### config.mk
export PLATFORM = sky130hd
export DESIGN_NAME = control_unit
export DESIGN_NICKNAME = d
export VERILOG_FILES = /design/src/rtl/control_unit_pkg.sv /design/src/rtl/control_decode.sv /design/src/rtl/control_unit.sv
export SDC_FILE = /design/constraint.sdc
export NUM_CORES = 1
export LEC_CHECK = 0
export CORE_MARGIN = 2
export CORE_UTILIZATION = 40
export CTS_CLUSTER_DIAMETER = 150
export DETAILED_ROUTE_END_ITERATION = 8
export PLACE_DENSITY = 0.84
export SYNTH_ARGS = -nofsm -noshare
export SYNTH_HDL_FRONTEND = slang
export SYNTH_HIERARCHICAL = 1
export SYNTH_SLANG_ARGS = --single-unit
### constraint.sdc
create_clock -name clk -period 2.9 [get_ports clk]
set_input_delay 0.58 -clock clk [delete_from_list [all_inputs] [get_ports clk]]
set_output_delay 0.58 -clock clk [all_outputs]
set_load 0.02 [all_outputs]
### src/rtl/control_unit_pkg.sv
// Shared encodings for the CPU sequencer: opcodes, T-state encodings and
// control-word bit positions.
package control_unit_pkg;

  typedef enum logic [2:0] {
    StT0   = 3'd0,
    StT1   = 3'd1,
    StT2   = 3'd2,
    StT3   = 3'd3,
    StT4   = 3'd4,
    StHalt = 3'd7
  } state_e;

  localparam logic [3:0] OpNop = 4'h0;
  localparam logic [3:0] OpLda = 4'h1;
  localparam logic [3:0] OpAdd = 4'h2;
  localparam logic [3:0] OpSub = 4'h3;
  localparam logic [3:0] OpSta = 4'h4;
  localparam logic [3:0] OpLdi = 4'h5;
  localparam logic [3:0] OpJmp = 4'h6;
  localparam logic [3:0] OpJc  = 4'h7;
  localparam logic [3:0] OpJz  = 4'h8;
  localparam logic [3:0] OpOut = 4'hE;
  localparam logic [3:0] OpHlt = 4'hF;

  localparam int unsigned CwPcOut     = 0;
  localparam int unsigned CwPcInc     = 1;
  localparam int unsigned CwPcLoad    = 2;
  localparam int unsigned CwMarLoad   = 3;
  localparam int unsigned CwRamOut    = 4;
  localparam int unsigned CwRamWrite  = 5;
  localparam int unsigned CwLoadIr    = 6;
  localparam int unsigned CwIrOut     = 7;
  localparam int unsigned CwALoad     = 8;
  localparam int unsigned CwAOut      = 9;
  localparam int unsigned CwBLoad     = 10;
  localparam int unsigned CwAluOut    = 11;
  localparam int unsigned CwAluSub    = 12;
  localparam int unsigned CwFlagsLoad = 13;
  localparam int unsigned CwOutLoad   = 14;
  localparam int unsigned CwWidth     = 15;

  typedef logic [CwWidth-1:0] cword_t;

  // Index of the final T-state of an instruction; unlisted opcodes behave as NOP.
  function automatic logic [2:0] last_step(input logic [3:0] op);
    logic [2:0] step;
    case (op)
      OpLda, OpSta: step = 3'd3;
      OpAdd, OpSub: step = 3'd4;
      default:      step = 3'd2;
    endcase
    return step;
  endfunction

endpackage

### src/rtl/control_decode.sv
// Combinational control-word decode from the current T-state, opcode and flags.
module control_decode
  import control_unit_pkg::*;
(
  input  state_e     state,
  input  logic [3:0] opcode,
  input  logic       carry_flag,
  input  logic       zero_flag,
  output cword_t     cword
);

  always_comb begin
    cword = '0;
    unique case (state)
      StT0: begin
        cword[CwPcOut]   = 1'b1;
        cword[CwMarLoad] = 1'b1;
      end
      StT1: begin
        cword[CwRamOut] = 1'b1;
        cword[CwLoadIr] = 1'b1;
        cword[CwPcInc]  = 1'b1;
      end
      StT2: begin
        case (opcode)
          OpLda, OpAdd, OpSub, OpSta: begin
            cword[CwIrOut]   = 1'b1;
            cword[CwMarLoad] = 1'b1;
          end
          OpLdi: begin
            cword[CwIrOut] = 1'b1;
            cword[CwALoad] = 1'b1;
          end
          OpJmp: begin
            cword[CwIrOut]  = 1'b1;
            cword[CwPcLoad] = 1'b1;
          end
          // Conditional jumps keep driving the bus even when not taken.
          OpJc: begin
            cword[CwIrOut]  = 1'b1;
            cword[CwPcLoad] = carry_flag;
          end
          OpJz: begin
            cword[CwIrOut]  = 1'b1;
            cword[CwPcLoad] = zero_flag;
          end
          OpOut: begin
            cword[CwAOut]    = 1'b1;
            cword[CwOutLoad] = 1'b1;
          end
          default: ;
        endcase
      end
      StT3: begin
        case (opcode)
          OpLda: begin
            cword[CwRamOut] = 1'b1;
            cword[CwALoad]  = 1'b1;
          end
          OpAdd, OpSub: begin
            cword[CwRamOut] = 1'b1;
            cword[CwBLoad]  = 1'b1;
          end
          OpSta: begin
            cword[CwAOut]     = 1'b1;
            cword[CwRamWrite] = 1'b1;
          end
          default: ;
        endcase
      end
      StT4: begin
        if (opcode == OpAdd || opcode == OpSub) begin
          cword[CwAluOut]    = 1'b1;
          cword[CwALoad]     = 1'b1;
          cword[CwFlagsLoad] = 1'b1;
          cword[CwAluSub]    = (opcode == OpSub);
        end
      end
      StHalt: ;
      default: ;
    endcase
  end

endmodule

### src/rtl/control_unit.sv
// Microcoded T-state sequencer: holds the step register, chooses the next step
// and fans the decoded control word out onto the bus control lines.
module control_unit
  import control_unit_pkg::*;
(
  input  logic       clk,
  input  logic       reset,
  input  logic [7:0] instruction,
  input  logic       carry_flag,
  input  logic       zero_flag,
  output logic       pc_out,
  output logic       pc_inc,
  output logic       pc_load,
  output logic       mar_load,
  output logic       ram_out,
  output logic       ram_write,
  output logic       load_ir,
  output logic       ir_out,
  output logic       a_load,
  output logic       a_out,
  output logic       b_load,
  output logic       alu_out,
  output logic       alu_sub,
  output logic       flags_load,
  output logic       out_load,
  output logic       halted,
  output logic [2:0] t_state
);

  state_e     state_q, state_d;
  cword_t     cword, cword_gated;
  logic [3:0] opcode;
  logic       unused_operand;

  assign opcode         = instruction[7:4];
  assign unused_operand = ^instruction[3:0];

  always_ff @(posedge clk or posedge reset) begin
    if (reset) begin
      state_q <= StT0;
    end else begin
      state_q <= state_d;
    end
  end

  always_comb begin
    state_d = StT0;
    unique case (state_q)
      StT0: state_d = StT1;
      StT1: state_d = StT2;
      StT2: begin
        if (opcode == OpHlt) begin
          state_d = StHalt;
        end else if (last_step(opcode) == 3'd2) begin
          state_d = StT0;
        end else begin
          state_d = StT3;
        end
      end
      StT3:    state_d = (last_step(opcode) == 3'd4) ? StT4 : StT0;
      StT4:    state_d = StT0;
      StHalt:  state_d = StHalt;
      default: state_d = StT0;
    endcase
  end

  control_decode u_decode (
    .state      (state_q),
    .opcode     (opcode),
    .carry_flag (carry_flag),
    .zero_flag  (zero_flag),
    .cword      (cword)
  );

  // Reset silences the bus combinationally so an aborted step cannot finish.
  assign cword_gated = reset ? '0 : cword;

  assign pc_out     = cword_gated[CwPcOut];
  assign pc_inc     = cword_gated[CwPcInc];
  assign pc_load    = cword_gated[CwPcLoad];
  assign mar_load   = cword_gated[CwMarLoad];
  assign ram_out    = cword_gated[CwRamOut];
  assign ram_write  = cword_gated[CwRamWrite];
  assign load_ir    = cword_gated[CwLoadIr];
  assign ir_out     = cword_gated[CwIrOut];
  assign a_load     = cword_gated[CwALoad];
  assign a_out      = cword_gated[CwAOut];
  assign b_load     = cword_gated[CwBLoad];
  assign alu_out    = cword_gated[CwAluOut];
  assign alu_sub    = cword_gated[CwAluSub];
  assign flags_load = cword_gated[CwFlagsLoad];
  assign out_load   = cword_gated[CwOutLoad];

  assign halted  = !reset && (state_q == StHalt);
  assign t_state = reset ? 3'd0 : state_q;

endmodule

# Word level (Yosys, flattened, before mapping)

Cells that the tools add are included.

Mux-type cells: 33
Divide/modulo/power cells: 0
$lt $le $gt $ge: 0
Shift operators: 0
Multiply operators: 0
Reduce and logical (&&, ||, !) cells: 9
Bitwise logic cells: 0
Equal/unequal tests: 17
Add/subtract/negate cells: 0

Operators by type and width:

| cell                                                             | count |
|---|---|
| 3-bit 2-to-1 mux                                                 | 8 |
| 4-bit by 3-bit == test with 1-bit output (second input constant) | 4 |
| 1-bit 2-to-1 mux                                                 | 16 |
| 15-bit 2-to-1 mux                                                | 1 |
| 3-bit case mux with 5 select lines                               | 1 |
| 4-bit == test (second input constant)                            | 3 |
| 3-bit by 2-bit == test with 1-bit output (second input constant) | 3 |
| 3-bit == test (second input constant)                            | 3 |
| 4-bit by 2-bit == test with 1-bit output (second input constant) | 2 |
| 8-bit OR reduction                                               | 1 |
| 1-bit case mux with 2 select lines                               | 3 |
| 1-bit case mux with 3 select lines                               | 2 |
| 3-bit case mux with 2 select lines                               | 1 |
| 4-bit by 1-bit == test with 1-bit output (second input constant) | 1 |
| 2-bit OR reduction                                               | 2 |
| 4-bit OR reduction                                               | 1 |
| 3-bit by 1-bit == test with 1-bit output (second input constant) | 1 |
| 3-bit logical NOT                                                | 1 |
| 3-bit OR reduction                                               | 1 |
| 2-bit 2-to-1 mux                                                 | 1 |
| 1-bit logical AND                                                | 1 |
| 1-bit logical NOT                                                | 1 |
| 1-bit logical OR                                                 | 1 |

Memories kept: 0
Register bits: 3
Bits in writable memories: 0
Bits in latches: 0
Bits in read-only memories: 0
Input port bits: 12
Word-level logic and storage cells: 60
Output and inout bits: 19

# Logic depth before layout (Yosys ltp)

Gate-level depths: netlist of the first run.

Depth in word-level cells: 9
Depth in mapped cells: 5
Gate-level depth less buffers: 4

# Hierarchy

The synthesis of the first run kept the hierarchy.

Modules (own cells, without submodules):

| module         | cells an instance | seq. area each (um^2) | times used | area an instance (um^2) |
|---|---|---|---|---|
| control_unit   | 42                | 75.1                  | 1          | 309.0 |
| control_decode | 40                | 0.0                   | 1          | 252.7 |

# Worst setup path after synthesis of the first run

No wires, ideal clock.

Path kind: input-to-output
Start point: in instruction[6]
End point: out flags_load
Slack: 491 ps
Path buffers: 2
Arrival: 1829 ps
Data required time: 2320 ps
Stages: 5
Cells stage by stage: buf_6 or4b_4 nor3_4 buf_4 nor2b_1

Cells in the longest elaborated chain, start to end: 5
Elaborated cells on any way between the ends: 6
Classes of those cells: eq/ne: 2; mux: 3; reduce/logical: 1

Ends and longest elaborated chain:

| what                                     | RTL line             | RTL |
|---|---|---|
| start, declared                          | control_unit.sv:8    | `input logic [7:0] instruction,` |
| 4-bit by 2-bit == test with 1-bit output | control_decode.sv:72 | `if (opcode == OpAdd \|\| opcode == OpSub) begin` |
| 1-bit logical OR *                       | control_decode.sv:72 |  |
| 3-bit 2-to-1 mux *                       | control_decode.sv:72 |  |
| 3-bit 2-to-1 mux *                       | control_decode.sv:14 | `unique case (state)` |
| via cword[13]                            | control_unit.sv:31   | `cword_t cword, cword_gated;` |
| 15-bit 2-to-1 mux *                      | control_unit.sv:76   | `assign cword_gated = reset ? '0 : cword;` |
| end, declared                            | control_unit.sv:24   | `output logic flags_load,` |

The timed path passes the listed nets; every way through them passes the cells marked *.

# Worst setup path in the final report of the first run

Start point: in instruction[7]
End point: out a_out

Cells in the longest elaborated chain, start to end: 4
Elaborated cells on any way between the ends: 6
Classes of those cells: eq/ne: 2; mux: 4

Ends and longest elaborated chain:

| what                                                                             | RTL line                                   | RTL |
|---|---|---|
| 4-bit by 3-bit == test with 1-bit output / 4-bit == test (equally long branches) | control_decode.sv:55, control_decode.sv:25 |  |
| 1-bit 2-to-1 mux, on equally long branches                                       | control_decode.sv:55, control_decode.sv:25 |  |
| 1-bit case mux with 2 select lines *                                             | control_decode.sv:14                       |  |
| via cword[9]                                                                     | control_unit.sv:31                         |  |
| 15-bit 2-to-1 mux *                                                              | control_unit.sv:76                         |  |
| end, declared                                                                    | control_unit.sv:20                         | `output logic a_out,` |

Marked as above.

==> metrics.md, run 1 <==
| Metric | Value |
|---|---|
| Post-DR wirelength/cell | `11.0 µm` |
| Leak | `0.464 nW` |
| First-pass GRT wire length | `2500 µm` |
| Post-Syn Instances | `82` |
| Hold Path Class | `flip-flop to flip-flop` |
| Synthesized cell area | `562 µm²` |
| Io pins | `31` |
| Full die area | `1720 µm²` |
| Clk root buf | `clkbuf_4` |
| Avg Cell Area, Syn | `6.85 µm²` |
| GP Congestion | `0.809` |
| WP data arrival | `2.22 ns` |
| Worst-Skew Late Latency | `0.23 ns` |
| # DRC | `0` |
| Top reg by flops | `state_q` |
| Initial DRC Count | `7` |
| CP Launch Type | `input port` |
| Total count of hold-check failures in the final report | `0` |
| Maximum number of pins on one net before global-route repair | `16` |
| Maxcap violations | `0` |
| Die H | `41.5 µm` |
| Share of cells above drive strength 1 | `20.3%` |
| PwrDens | `186 nW/µm²` |
| Post-Place Cells | `129` |
| Post-CTS setup buffer count | `0` |
| Clock Pin Slew Worst Setup and Hold Paths | `0.04 ns` |
| Slew HR | `71.1%` |
| Site Rows | `13` |
| Die width | `41.5 µm` |
| Regs by FF count | `state_q (3)` |
| TritonCTS clock tree | `yes` |
| Max-slew violations | `0` |
| Syn-to-layout area delta | `63.0%` |
| Outcome | `finished, final reports clean` |
| Dpl hpwl | `1180 µm` |
| CP max-delay cell | `clkdlybuf4s50_1` |
| Yosys top cell by area | `nor2b_1` |
| Synth cell types | `35` |
| # setup viols final | `0` |
| Final std cells w/o fill | `133` |
| Crit Path Max Fanout | `5` |
| Final nets | `131` |
| Clock Skew | `0.00467 ns` |
| Vias after detailed routing | `712` |
| Starting Density | `43.2%` |
| Ys flop type | `dfrtp_1` |
| Post-CTS Resized | `11` |
| Vias in the first global route | `615` |
| Cts hold-fix bufs | `0` |
| CP delay by family, top | `buffers and inverters` |
| EDFF count, synth | `0` |
| Core ar. | `1300 µm²` |
| Vias/cell | `5.35` |
| GR Overflow Total | `0` |
| Max reg flops | `3` |
| Fmax | `357 MHz` |
| Ant. Diodes | `0` |
| Critical-path cell list | `clkdlybuf4s50_1 -> or2b_1 -> o22ai_1 -> nor4bb_1 -> nor2b_1 -> clkdlybuf4s15_1` |
| #FFs+latches synth | `3` |
| Crit path largest cell delay | `0.51 ns` |
| WS Path Type | `input port to output port` |
| DRT Wirelength | `1470 µm` |
| Tot GR Track Use | `17.6%` |
| CTS Buf Count | `3` |
| # port buffers | `26` |
| Synth top area share | `18.9%` |
| CTS Buffer Depth | `2` |
| Register area share after synthesis | `13.4%` |
| Hold slack | `0.714 ns` |
| Final period utilization | `96.6%` |
| Top cells by area, synth | `nor2b_1, dfrtp_1, nor2_1` |
| H-tree Lvls | `1` |
| Detail Route Antenna Nets | `0` |
| CP Capture Type | `output port` |
| Post-synthesis async set-or-reset flop share | `100%` |
| Setup TNS | `0 ns` |
| Clock sinks | `3` |
| Req. time, crit path | `2.32 ns` |
| Final min period | `2.80 ns` |
| Worst-Margin Slew | `0.428 ns` |
| Peak VDD IR | `219 µV` |
| First-pass DRT Iterations | `4` |
| YS warnings | `6` |
| Buf/Inv on CP | `2` |
| Initial antenna violation count | `0` |
| Post-Syn Nets | `94` |
| RSZ-0062 raised after global routing | `no` |
## metal layers
metal	share of wire [%]	wire length, µm	vias up	global-route usage (%)
met5	0	0	-	0
met4	0	0	0	5.81
met3	4.9	72	0	1.30
met2	53	776	26	34.1
met1	42	617	330	19.7
li1	-	-	356	-
## cells in the mapped netlist (2+ instances only)
library cell,instances
nand3_1,2
nor2b_1,17
nor3_1,4
xnor2_1,2
nand2_1,8
buf_4,2
nor2_1,9
inv_1,6
nor3b_1,3
o21ai_0,2
dfrtp_1,3
## cells by family after synthesis
| family | share of synthesized area (%) |
|---|---|
| DFF | 13.4 |
| xor gates and xnor gates | 4.68 |
| AOI/OAI and AO/OA | 14.0 |
| and+or+nand+nor | 57.7 |
| buffers and inverters | 10.2 |
## stage by stage
| step | total power, W | setup WS [ns] | utilization (%) | area, µm² |
|---|---|---|---|---|
| after CTS | 0.000173 | 0.00895 | 70.2 | 913 |
| final | 0.000170 | 0.0990 | 70.4 | 916 |
| after global routing | 0.000187 | 0.00873 | 70.4 | 916 |
| after detailed placement | 0.0000992 | -0.256 | 68.3 | 888 |
| after floorplan | 0.0000644 | 0.491 | - | 562 |
| after global placement | 0.0000979 | -0.226 | 68.3 | 888 |
## cell usage in the layout, fill, tap and decap left out, drive strengths merged
cell type,netlist,final
a21oi,1,1
a31o,1,1
a31oi,1,1
a41o,1,1
and3,2,2
and4,1,1
buf,3,11
clkbuf,2,6
clkdlybuf4s15,0,2
clkdlybuf4s50,0,14
dfrtp,3,3
dlygate4sd2,0,5
dlymetal6s2s,0,3
inv,6,6
nand2,8,8
nand3,2,2
nand4,1,1
nor2,9,9
nor2b,17,17
nor3,5,5
nor3b,3,3
nor4,1,1
nor4b,1,1
nor4bb,1,1
o2111ai,1,1
o211ai,1,1
o21ai,2,2
o22ai,1,1
o31ai,1,1
o41ai,1,1
or2b,1,1
or3b,1,1
or4b,1,1
xnor2,2,2
xor2,1,1
## worst reg2reg max path, stage by stage (launching register included)
cell	delay, ns
dfrtp_1	0.49
nor2_1	0.21
nand3_1	0.11
a31oi_1	0.18
## final timing paths
kind,startpoint,slack (ns),to,cells past startpoint
setup / recovery,instruction[7],0.1,a_out,6
hold / removal,state_q[0],0.71,state_q[1],2
setup reg to reg,state_q[0],1.82,state_q[2],3
hold reg to reg,state_q[0],0.71,state_q[1],2
max in group asynchronous,reset,2.03,state_q[2],3
min in group asynchronous,reset,0.74,state_q[0],3
## power breakdown
group	internal, W	switching [W]	leakage (nW)
clock network	0.0000514	0.0000193	0.0150
logic	0.0000284	0.0000290	0.423
registers	0.0000421	0	0.0262
total	0.000122	0.0000483	0.464
## cell type report
| type | count | area [µm²] |
|---|---|---|
| multi-input cells | 68 | 439 |
| fillers | 115 | 385 |
| repair buffers | 37 | 334 |
| flip-flops and latches | 3 | 75.1 |
| clock buffers | 4 | 26.3 |
| inverters | 6 | 22.5 |
| well taps | 15 | 18.8 |
Power figures use the tool's default switching activity.
==> inputs of run 2 (changes only) <==
--- a/config.mk
+++ b/config.mk
@@ -7,7 +7,6 @@
 export LEC_CHECK = 0
 export CORE_MARGIN = 2
 export CORE_UTILIZATION = 40
-export CTS_CLUSTER_DIAMETER = 150
 export DETAILED_ROUTE_END_ITERATION = 8
 export PLACE_DENSITY = 0.84
 export SYNTH_ARGS = -nofsm -noshare
==> results of run 2 <==
Same layout as run 1: the final DEF is identical, and so are final timing and power.
==> inputs of run 3 (changes only) <==
--- a/config.mk
+++ b/config.mk
@@ -6,9 +6,9 @@
 export NUM_CORES = 1
 export LEC_CHECK = 0
 export CORE_MARGIN = 2
-export CORE_UTILIZATION = 40
+export CORE_UTILIZATION = 37
 export DETAILED_ROUTE_END_ITERATION = 8
-export PLACE_DENSITY = 0.84
+export PLACE_DENSITY = 0.78
 export SYNTH_ARGS = -nofsm -noshare
 export SYNTH_HDL_FRONTEND = slang
 export SYNTH_HIERARCHICAL = 1
==> constraint.sdc (replaced) <==
create_clock -name clk -period 3.1 [get_ports clk]
set_input_delay 0.62 -clock clk [delete_from_list [all_inputs] [get_ports clk]]
set_output_delay 0.62 -clock clk [all_outputs]
set_load 0.02 [all_outputs]
==> run 3 against run 2 <==
Worst setup slack gained 0.0016 ns. Global-route usage decreased by 1.1 points. Via count is 5.1% lower. Largest power group unchanged.
==> metrics.md, run 3 (synthesis results as in run 1) <==
| Metric | Value |
|---|---|
| Io pins | `31 (unchanged)` |
| Hold Path Class | `flip-flop to flip-flop (unchanged)` |
| GP Congestion | `0.805 (was 0.809)` |
| GR Overflow Total | `0 (unchanged)` |
| Buf/Inv on CP | `3 (was 2)` |
| Tot GR Track Use | `16.5% (was 17.6%)` |
| Clock Pin Slew Worst Setup and Hold Paths | `0.04 ns (about the same)` |
| Max reg flops | `3 (unchanged)` |
| Detail Route Antenna Nets | `0 (unchanged)` |
| Ant. Diodes | `0 (unchanged)` |
| Regs by FF count | `state_q (3) (unchanged)` |
| Die H | `43.0 µm (was 41.5 µm)` |
| Syn-to-layout area delta | `62.4% (was 63.0%)` |
| Hold slack | `0.719 ns (was 0.714 ns)` |
| Total power | `0.000157 W (was 0.000170 W)` |
| Vias after detailed routing | `676 (was 712)` |
| CP max-delay cell | `clkdlybuf4s50_1 (unchanged)` |
| CP Capture Type | `output port (unchanged)` |
| Maxcap violations | `0 (unchanged)` |
| TritonCTS clock tree | `yes (unchanged)` |
| # port buffers | `26 (unchanged)` |
| CTS Buf Count | `3 (unchanged)` |
| PwrDens | `172 nW/µm² (was 186 nW/µm²)` |
| Initial DRC Count | `16 (was 7)` |
| Outcome | `finished, final reports clean (unchanged)` |
| Vias in the first global route | `554 (was 615)` |
| Final period utilization | `96.8%` |
| First-pass DRT Iterations | `4 (unchanged)` |
| Dpl hpwl | `1110 µm (was 1180 µm)` |
| Setup TNS | `0 ns (unchanged)` |
| Top reg by flops | `state_q (unchanged)` |
| Most common cell after layout, fill and taps aside | `nor2b_1 (unchanged)` |
| H-tree Lvls | `1 (unchanged)` |
| Core ar. | `1470 µm² (was 1300 µm²)` |
| Initial antenna violation count | `0 (unchanged)` |
| Most used cell, CP | `clkdlybuf4s50_1` |
| Final nets | `128 (was 131)` |
| Crit Path Max Fanout | `9 (was 5)` |
| Clock sinks | `3 (unchanged)` |
| WP data arrival | `2.38 ns (was 2.22 ns)` |
| WS Path Type | `input port to output port (unchanged)` |
| Leak | `0.501 nW (was 0.464 nW)` |
| Share of cells above drive strength 1 | `16.5% (was 20.3%)` |
| Clock Skew | `0.00480 ns (was 0.00467 ns)` |
| Leading cell types in the layout, fill and taps excluded | `nor2b_1, clkdlybuf4s50_1, nor2_1 (was nor2b_1, clkdlybuf4s50_1, buf_4)` |
| Crit path largest cell delay | `0.53 ns (was 0.51 ns)` |
| Worst-Margin Slew | `0.398 ns (was 0.428 ns)` |
| CP delay by family, top | `buffers and inverters (unchanged)` |
| Area of the multi-input gates | `439 µm² (unchanged)` |
| Most Crowded Layer GR | `met2 (unchanged)` |
| Req. time, crit path | `2.48 ns (was 2.32 ns)` |
| Fmax | `333 MHz` |
| Slew HR | `73.1% (was 71.1%)` |
| Worst-Skew Late Latency | `0.23 ns (about the same)` |
| RSZ-0062 raised after global routing | `no (unchanged)` |
| Starting Density | `38.2% (was 43.2%)` |
| Total count of hold-check failures in the final report | `0 (unchanged)` |
| # setup viols final | `0 (unchanged)` |
| # DRC | `0 (unchanged)` |
| First-pass GRT wire length | `2440 µm (was 2500 µm)` |
| Maximum number of pins on one net before global-route repair | `19 (was 16)` |
| Max-slew violations | `0 (unchanged)` |
| Peak VDD IR | `295 µV (was 219 µV)` |
| Critical-path cell list | `clkdlybuf4s50_1 -> buf_4 -> nor3_2 -> nor2_1 -> a31o_2 -> nor2b_1 -> clkdlybuf4s50_1 (was clkdlybuf4s50_1 -> or2b_1 -> o22ai_1 -> nor4bb_1 -> nor2b_1 -> clkdlybuf4s15_1)` |
| GR Layer Usage met3 | `1.70% (was 1.30%)` |
| CTS Buffer Depth | `2 (unchanged)` |
| CP Launch Type | `input port (unchanged)` |
| Met2 GRT Util | `27.9% (was 34.1%)` |
| Die width | `43.0 µm (was 41.5 µm)` |
| Full die area | `1850 µm² (was 1720 µm²)` |
| Final min period | `3.00 ns` |
| Cts hold-fix bufs | `0 (unchanged)` |
| Fillers | `143 (was 115)` |
| GR Layer Usage met1 | `22.5% (was 19.7%)` |
| DRT Wirelength | `1480 µm (was 1470 µm)` |
| Area occupied by registers | `75.1 µm² (unchanged)` |
| Vias/cell | `5.16 (was 5.35)` |
| Post-DR wirelength/cell | `11.3 µm (was 11.0 µm)` |
| Final Util | `62.0% (was 70.4%)` |
| Site Rows | `14 (was 13)` |
| Clk root buf | `clkbuf_4 (unchanged)` |
[run 3: cell types whose count changed in the layout (fill, tap and decap cells not counted)]
cell and change:
buf_4 -3, clkdlybuf4s15_1 -2, dlymetal6s2s_1 +3, clkbuf_2 -2, clkdlybuf4s50_1 +1
[run 3: worst paths after layout]
check                          startpoint          to  slack [ns]  cells past startpoint
max in group asynchronous           reset  state_q[1]        2.18                      3
min                            state_q[1]  state_q[2]        0.72                      2
max                        instruction[5]    mar_load        0.10                      7
min in group asynchronous           reset  state_q[0]        0.79                      3
max reg2reg                    state_q[0]  state_q[1]        1.94                      3
min reg2reg                    state_q[1]  state_q[2]        0.72                      2
[run 3: area by class of cell]
cell class              instances  share of cell area, %
multi-input cells              68                   48.1
repair buffers                 34                   36.1
flip-flops and latches          3                   8.23
clock buffers                   4                   2.88
inverters                       6                   2.47
well taps                      16                   2.19
[run 3: metrics by stage]
step                      cell area, µm²  setup slack (ns)  std cells
final                                912             0.101        131
after floorplan                      562             0.611         82
after global routing                 912            0.0349        131
after CTS                            892           0.00828        131
after global placement               867            -0.108        127
after detailed placement             867            -0.121        127
[run 3: worst register-to-register path, stage by stage, from the launching register on]
cell and delay (ns):
dfrtp_1 0.51, nor2_1 0.25, o41ai_1 0.14, o21ai_0 0.17
[run 3: power breakdown]
part	internal, W	switching [W]
Combinational	0.0000243	0.0000262
Sequential	0.0000394	0
Clock	0.0000481	0.0000187
[run 3: layer usage]
layer | wire (µm) | up-vias
met3 | 72 | 0
met1 | 706 | 306
met2 | 701 | 20
li1 | - | 350
met4 | 0 | 0
met5 | 0 | -
[run 3: repair_timing]
item,4_1_cts,5_1_grt
cloned,0,0
buffers inserted,0,0
setup endpoints to repair,6,7
resized for setup,6,7
